==> src/rtl/uart_pkg.sv <==
// Shared UART definitions: frame size, default bit timing and receiver states.
package uart_pkg;
  localparam int UART_DATA_BITS   = 8;
  localparam int DEF_CLKS_PER_BIT = 16;

  typedef enum logic [2:0] {IDLE, START, DATA, STOP, BREAK} rx_state_t;
endpackage

==> src/rtl/uart_rx_if.sv <==
// Serial line plus byte-stream valid/ready and status signals of the UART receiver.
interface uart_rx_if;
  import uart_pkg::*;

  logic                      rx_serial;
  logic [UART_DATA_BITS-1:0] rx_data;
  logic                      rx_valid;
  logic                      rx_ready;
  logic                      rx_busy;
  logic                      frame_err;
  logic                      overrun;

  modport master (
    input  rx_serial, rx_ready,
    output rx_data, rx_valid, rx_busy, frame_err, overrun
  );

  modport slave (
    output rx_serial, rx_ready,
    input  rx_data, rx_valid, rx_busy, frame_err, overrun
  );
endinterface

==> src/rtl/sync_2ff.sv <==
// Two-flop synchroniser for a single asynchronous input, with selectable reset value.
module sync_2ff #(
  parameter logic RST_VAL = 1'b0
) (
  input  logic clk,
  input  logic rst,
  input  logic d,
  output logic q
);
  logic meta;

  always_ff @(posedge clk or posedge rst) begin
    if (rst) begin
      meta <= RST_VAL;
      q    <= RST_VAL;
    end else begin
      meta <= d;
      q    <= meta;
    end
  end
endmodule

==> src/rtl/uart_rx.sv <==
// 8N1 UART receiver: mid-bit sampling, start-glitch rejection, framing/overrun flags,
// byte delivered on a valid/ready holding register.
module uart_rx
  import uart_pkg::*;
#(
  parameter int CLKS_PER_BIT = DEF_CLKS_PER_BIT
) (
  input  logic     clk,
  input  logic     rst,
  uart_rx_if.master bus
);
  localparam int CNT_W = $clog2(CLKS_PER_BIT);
  localparam logic [CNT_W-1:0] HALF_M1 = CNT_W'(CLKS_PER_BIT/2 - 1);
  localparam logic [CNT_W-1:0] FULL_M1 = CNT_W'(CLKS_PER_BIT - 1);
  localparam logic [2:0]       LAST_BIT = 3'(UART_DATA_BITS - 1);

  rx_state_t                 state, state_n;
  logic [CNT_W-1:0]          cnt, cnt_n;
  logic [2:0]                bit_idx, idx_n;
  logic [UART_DATA_BITS-1:0] shift, shift_n;
  logic                      rxs, deliver, ferr_n;

  // Idle line is high, so the synchroniser resets to 1 to avoid a false start.
  sync_2ff #(.RST_VAL(1'b1)) u_sync (.clk(clk), .rst(rst), .d(bus.rx_serial), .q(rxs));

  always_ff @(posedge clk or posedge rst) begin
    if (rst) begin
      state   <= IDLE;
      cnt     <= '0;
      bit_idx <= '0;
      shift   <= '0;
    end else begin
      state   <= state_n;
      cnt     <= cnt_n;
      bit_idx <= idx_n;
      shift   <= shift_n;
    end
  end

  always_comb begin
    state_n = state;
    cnt_n   = cnt + 1'b1;
    idx_n   = bit_idx;
    shift_n = shift;
    deliver = 1'b0;
    ferr_n  = 1'b0;
    unique case (state)
      IDLE: begin
        cnt_n = '0;
        idx_n = '0;
        if (!rxs) state_n = START;
      end
      START: if (cnt == HALF_M1) begin
        cnt_n   = '0;
        idx_n   = '0;
        state_n = rxs ? IDLE : DATA;
      end
      DATA: if (cnt == FULL_M1) begin
        cnt_n            = '0;
        shift_n[bit_idx] = rxs;
        idx_n            = bit_idx + 3'd1;
        if (bit_idx == LAST_BIT) begin
          idx_n   = '0;
          state_n = STOP;
        end
      end
      // Stop is judged at its end-of-count point, half a bit before the nominal
      // stop end, which leaves room to catch a back-to-back start edge.
      STOP: if (cnt == FULL_M1) begin
        cnt_n = '0;
        if (rxs) begin
          deliver = 1'b1;
          state_n = IDLE;
        end else begin
          ferr_n  = 1'b1;
          state_n = BREAK;
        end
      end
      BREAK: begin
        cnt_n = '0;
        if (rxs) state_n = IDLE;
      end
      default: state_n = IDLE;
    endcase
  end

  always_ff @(posedge clk or posedge rst) begin
    if (rst) begin
      bus.rx_data   <= '0;
      bus.rx_valid  <= 1'b0;
      bus.rx_busy   <= 1'b0;
      bus.frame_err <= 1'b0;
      bus.overrun   <= 1'b0;
    end else begin
      bus.rx_busy   <= (state_n != IDLE);
      bus.frame_err <= ferr_n;
      bus.overrun   <= 1'b0;
      if (deliver) begin
        // A full holding register that is not being drained keeps the old byte.
        if (!bus.rx_valid || bus.rx_ready) begin
          bus.rx_data  <= shift;
          bus.rx_valid <= 1'b1;
        end else begin
          bus.overrun  <= 1'b1;
        end
      end else if (bus.rx_valid && bus.rx_ready) begin
        bus.rx_valid <= 1'b0;
      end
    end
  end
endmodule

==> src/flat_wrapper.sv <==
// flat-port wrapper written by rule: the top's interface ports become plain ports
module uart_rx_flat import uart_pkg::*;
#(
  parameter int CLKS_PER_BIT = DEF_CLKS_PER_BIT
)
  (clk, rst, bus_rx_serial, bus_rx_ready, bus_rx_data, bus_rx_valid, bus_rx_busy, bus_frame_err, bus_overrun);
  uart_rx_if bus_i ();
  input  logic clk;
  input  logic rst;
  input wire logic [$bits(bus_i.rx_serial)-1:0] bus_rx_serial;
  input wire logic [$bits(bus_i.rx_ready)-1:0] bus_rx_ready;
  output wire logic [$bits(bus_i.rx_data)-1:0] bus_rx_data;
  output wire logic [$bits(bus_i.rx_valid)-1:0] bus_rx_valid;
  output wire logic [$bits(bus_i.rx_busy)-1:0] bus_rx_busy;
  output wire logic [$bits(bus_i.frame_err)-1:0] bus_frame_err;
  output wire logic [$bits(bus_i.overrun)-1:0] bus_overrun;
  assign bus_i.rx_serial = bus_rx_serial;
  assign bus_i.rx_ready = bus_rx_ready;
  assign bus_rx_data = bus_i.rx_data;
  assign bus_rx_valid = bus_i.rx_valid;
  assign bus_rx_busy = bus_i.rx_busy;
  assign bus_frame_err = bus_i.frame_err;
  assign bus_overrun = bus_i.overrun;
  uart_rx #(.CLKS_PER_BIT(CLKS_PER_BIT)) u_core (.clk(clk), .rst(rst), .bus(bus_i));
endmodule
==> config.mk <==
export PLATFORM = sky130hd
export DESIGN_NAME = uart_rx_flat
export DESIGN_NICKNAME = d
export VERILOG_FILES = /design/src/rtl/uart_pkg.sv /design/src/rtl/uart_rx_if.sv /design/src/rtl/sync_2ff.sv /design/src/rtl/uart_rx.sv /design/src/flat_wrapper.sv
export SDC_FILE = /design/constraint.sdc
export NUM_CORES = 1
export LEC_CHECK = 0
export ABC_AREA = 1
export CAP_MARGIN = 25
export CORE_ASPECT_RATIO = 0.7
export CORE_MARGIN = 5
export CORE_UTILIZATION = 50
export CTS_BUF_LIST = sky130_fd_sc_hd__clkbuf_2 sky130_fd_sc_hd__clkbuf_4 sky130_fd_sc_hd__clkbuf_8
export DETAILED_ROUTE_END_ITERATION = 8
export GPL_ROUTABILITY_DRIVEN = 0
export GPL_TIMING_DRIVEN = 0
export PLACE_DENSITY = 0.73
export SLEW_MARGIN = 10
export SYNTH_ARGS = -nofsm -noshare
export SYNTH_HDL_FRONTEND = slang
export SYNTH_HIERARCHICAL = 1
export SYNTH_SLANG_ARGS = --single-unit
==> constraint.sdc <==
create_clock -name clk -period 1.35 [get_ports clk]
set_input_delay 0.27 -clock clk [delete_from_list [all_inputs] [get_ports clk]]
set_output_delay 0.27 -clock clk [all_outputs]
set_load 0.05 [all_outputs]
# After elaboration in Yosys (flattened, before gate mapping)
# Cells that the tools add are included.
[totals]
regBits = 32
in_bits = 4
out_inout_bits = 12
elab_cells = 69
[op_classes]
add_sub_neg = 2
magnitude_cmp = 2
n_eq_ne = 10
muxes = 30
n_reduce_logical = 14
[op_table]
columns = ["operator", "count"]
rows = [
  ["3-bit two-way mux", 10],
  ["3-bit one-hot mux with 5 select lines", 1],
  ["1-bit two-way mux", 12],
  ["4-bit one-hot mux with 3 select lines", 1],
  ["3-bit one-hot mux with 3 select lines", 1],
  ["8-bit bitwise mux", 1],
  ["4-bit two-way mux", 2],
  ["3-bit by 2-bit equality test with 1-bit output, second input constant", 2],
  ["3-bit equality test, second input constant", 2],
  ["2-bit AND reduction", 3],
  ["3-bit nonzero test", 2],
  ["4-bit by 1-bit adder with 4-bit output, second input constant", 1],
  ["4-bit by 3-bit equality test with 1-bit output, second input constant", 1],
  ["4-bit equality test, second input constant", 1],
  ["3-bit by 4-bit < comparator with 1-bit output, second input constant", 1],
  ["2-bit by 1-bit != test with 1-bit output, second input constant", 2],
  ["2-bit OR reduction", 2],
  ["3-bit by 1-bit adder with 3-bit output, second input constant", 1],
  ["1-bit demux with 3-bit select", 1],
  ["3-bit by 1-bit equality test with 1-bit output, second input constant", 1],
  ["3-bit by 1-bit >= comparator with 1-bit output, second input constant", 1],
  ["3-bit zero test", 1],
  ["3-bit AND reduction", 1],
  ["1-bit logical AND", 2],
  ["5 further kinds", 5],
]

# Longest topological paths before layout
[logic_depth]
depth_word = 5
depth_mapped = 8
depth_no_buf = 8

# Hierarchy
# The synthesis kept the hierarchy.
[by_module_without_submodules]
columns = ["mod", "n_inst", "cells_per_inst", "area_each_um2", "seq_area_each_um2"]
rows = [
  ["uart_rx", 1, 183, 1501.4, 750.7],
  ["sync_2ff", 1, 3, 56.3, 52.6],
]

# Worst setup path after synthesis
# OpenSTA, ideal clock, no wires.
[synth_timing]
kind = "register to register"
startpoint = "reg u_core.u_sync.q"
endpoint = "reg u_core.bus.rx_data[0]"
setup_ps = 120
arrival_time_ps = 1266
required_ps = 1230
path_slack_ps = -36
path_stages_with_launch = 8
n_path_buf = 2
period_less_slack_ps = 1386
path_cell_list = "dfstp_2 buf_4 inv_1 nor2_2 nand3_4 buf_6 nand2_1 o21ai_2"
[synth_between]
elab_chain_cells = 4
[synth_lines]
columns = ["item", "line", "rtl"]
rows = [
  ["start: declaration", "sync_2ff.sv:8", "output logic q"],
  ["start signal: assignment", "sync_2ff.sv:18", "q <= meta;"],
  ["1-bit two-way mux", "uart_rx.sv:71", "if (rxs) begin"],
  ["1-bit two-way mux", "uart_rx.sv:69", "STOP: if (cnt == FULL_M1) begin"],
  ["1-bit two-way mux", "uart_rx.sv:47", "unique case (state)"],
  ["2-bit AND reduction (no line)", "--", ""],
  ["end signal: assignment", "uart_rx.sv:101", "bus.rx_data <= shift;"],
  ["end: declaration", "uart_rx_if.sv:15", "output rx_data, rx_valid, rx_busy, frame_err, overrun"],
]
# Every way passes these cells.
# A chain may end at the register's enable or synchronous reset.

# Final worst setup path
[layout_timing]
startpoint = "reg u_core.cnt[1]"
endpoint = "reg u_core.shift[0]"
[layout_between]
elab_chain_cells = 2
[layout_lines]
columns = ["item", "line", "rtl"]
rows = [
  ["start: declaration", "uart_rx.sv:18", "logic [CNT_W-1:0] cnt, cnt_n;"],
  ["start signal: assignment", "uart_rx.sv:34", "cnt <= cnt_n;"],
  ["4-bit equality test", "uart_rx.sv:58", "DATA: if (cnt == FULL_M1) begin"],
  ["2-bit AND reduction (no line)", "--", ""],
  ["end signal: assignment", "uart_rx.sv:36", "shift <= shift_n;"],
  ["end: declaration", "uart_rx.sv:20", "logic [UART_DATA_BITS-1:0] shift, shift_n;"],
]
# Every way passes these cells.

==> summary.txt <==
Critical path class = flip-flop to flip-flop
Reg clk slew, reported paths = 0.06 ns
Total track usage = 14.52%
Initial Util = 50.86%
Multi-input logic area = 703.2 µm²
Seq. cell area = 807.0 µm²
Setup Skew = 0.01080 ns
PortBufs = 15
Final hold viol count = 0
Maximum vdd drop = 906.4 µV
FILL cells = 245
Drt drc = 0
DR WL/cell = 12.03 µm
Num CTS Buffers = 5
Fin cells = 258
Die H = 56.70 µm
Antenna violations before repair = 0
Critical R2R Capture = u_core/shift[0]
Fmax = 0.7530 GHz
P_leak = 1.027 nW
Register area share after synthesis = 51.57%
H-tree Lvls = 2
Setup Viol. Count Final = 0
R2R setup slack = 0.02 ns
Worst-path fanout max = 5
Post-Syn Nets = 193
CTS Root Cell = clkbuf_8
DP HPWL = 2125 µm
Ports = 16
Reg2Reg Depth = 8
Die Span X = 76.72 µm
Clock sink total = 32
Power Density = 1395 nW/µm²
Max_cap viols = 0
Critical Path AT = 1.48 ns
Via density = 5.178
Status = finished clean
Avg Inst Size Synth = 8.375 µm²
TritonRoute pass-1 iters = 5
Largest net degree at the start of global routing = 17
Worst Setup Start Kind = flip-flop
Vias in the first global route = 1197
Core Rows = 17
Remaining antenna violation count after routing = 0
Worst hold-check path type = primary input to async pin
Drt initial violations = 49
Worst Tran Pin Value = 0.6287 ns
Via count = 1336
Period minus WS final = 1.328 ns
Fin crit share = 98.37%
Slew headroom = 58.04%
Register bit total from synthesis = 32
Synth Cell Area = 1558 µm²
CP Capture Type = flip-flop
Worst-Skew Late Latency = 0.28 ns
RSZ-0062 raised after global routing = true
Layout cell share with drive strength beyond 1 = 33.64%
Most frequent cells in the layout = nand2_1 (45), dfrtp_1 (27), inv_1 (24), nor2_1 (17), clkdlybuf4s15_2 (12)
Most common cell after layout, fill and taps aside = nand2_1
Layout area overhead = 31.81%
Longest Clk Path Bufs = 2
N_diodes = 0
RR Startpoint = u_core/cnt[1]
TritonCTS clock tree = built
CTS Hold Buffers Added = 0
Placed cell count = 240
Nets = 227
Core area = 3063 µm²
First-pass GRT wire length = 5064 µm
Total power = 2.865 mW
Routed Wire Length = 3104 µm
Total number of yosys warnings = 6
Pins Over Slew Limit = 0
Critical path data required time = 1.50 ns
Die area = 4350 µm²
Distinct cell type count after synthesis = 24
Synth Instances = 186
Grt total ovfl = 0
## cell type report
type	count	area share [%]
Sequential cell	32	39.31
Clock inverter	1	0.2438
Timing Repair Buffer	28	13.53
Inverter	29	5.363
Multi-Input combinational cell	122	34.25
Tap cell	38	2.316
Clock buffer	6	3.717
Buffer	2	1.280
## critical path, cell delays in order, from the launching register on
cell      delay, ns
dfrtp_1        0.41
ha_4           0.20
nand2_4        0.08
nor2_4         0.05
nand2_4        0.10
buf_6          0.13
clkinv_2       0.08
nand4_1        0.08
nand2_1        0.07
## worst max-delay path by stage
stage,cells after the start,to,slack [ns],from
6_report,8,u_core/shift[0],0.02,u_core/cnt[1]
5_1_grt,7,u_core/bus.rx_data[0],-0.05,u_core/cnt[0]
3_3_place_gp,2,u_core/bus.rx_data[3],-0.27,rst
4_1_cts,7,u_core/shift[3],-0.005,u_core/cnt[1]
2_1_floorplan,7,u_core/bus.rx_data[0],0.008,u_core/cnt[0]
3_5_place_dp,8,u_core/bit_idx[0],-0.18,u_core/cnt[0]
## stage by stage
step	hold WS, ns	utilization (%)	worst slack, ns	TNS [ns]	area (µm²)
2_1_floorplan	0.1815	-	0.007853	0	1567
3_3_place_gp	0.3468	57.60	-0.2658	-9.446	1764
3_5_place_dp	0.3500	58.09	-0.1796	-3.044	1779
4_1_cts	0.3343	64.46	-0.005345	-0.01111	1974
5_1_grt	0.3596	67.03	-0.04568	-0.3581	2053
6_report	0.3423	67.03	0.02202	0	2053
## sequential cells by signal, indices dropped and copies added (netlist names)
register,flops
u_core/bus.frame_err,1
u_core/u_sync/q,1
u_core/bus.rx_busy,1
u_core/bus.overrun,1
u_core/u_sync/meta,1
u_core/bus.rx_valid,1
u_core/shift,8
u_core/bus.rx_data,8
u_core/cnt,4
u_core/bit_idx,3
u_core/state,3
## cell families (layout without fill, tap and decap cells)
group	Yosys count	count (layout)	share of synthesized area (%)
AOI/OAI and AO/OA	17	17	7.390
xor gates and xnor gates	1	1	0.5624
adders and majority gates	3	3	2.410
buffers and inverters	32	66	8.995
DFF	32	32	51.57
and+or+nand+nor	101	101	29.08
## Yosys cell counts, drive strengths merged
master / instances / area share, %
nand3b: 1 / 0.48
nand3: 13 / 5.3
nand4: 6 / 2.4
inv: 27 / 6.5
dfrtp: 30 / 48
nand2: 54 / 13
dfstp: 2 / 3.4
nor4: 1 / 0.40
o21ai: 17 / 7.4
nor3b: 1 / 0.48
ha: 3 / 2.4
buf: 3 / 1.9
clkinv: 2 / 0.56
nor2: 25 / 6.7
xor2: 1 / 0.56
## layer usage
metal / track usage (%) / vias to the layer above / wire, µm
met1: 17.57 / 615 / 1347
met2: 22.97 / 52 / 1499
li1: - / 661 / -
met3: 4.808 / 8 / 204
met4: 7.481 / 0 / 53
met5: 0 / - / 0
## report_power, final
group	internal (mW)	switching [mW]	total, mW
Clock	0.370	0.324	0.694
Combinational	0.362	0.583	0.945
Sequential	1.08	0.143	1.23
## what timing repair did
| action | in CTS | in global routing |
|---|---|---|
| setup buffers | 7 | 4 |
| pin swaps | 4 | 5 |
| gates resized for setup | 49 | 16 |
| cloned | 1 | 0 |
| endpoints found under the setup margin | 33 | 19 |
(Power assumes the default switching activity.)
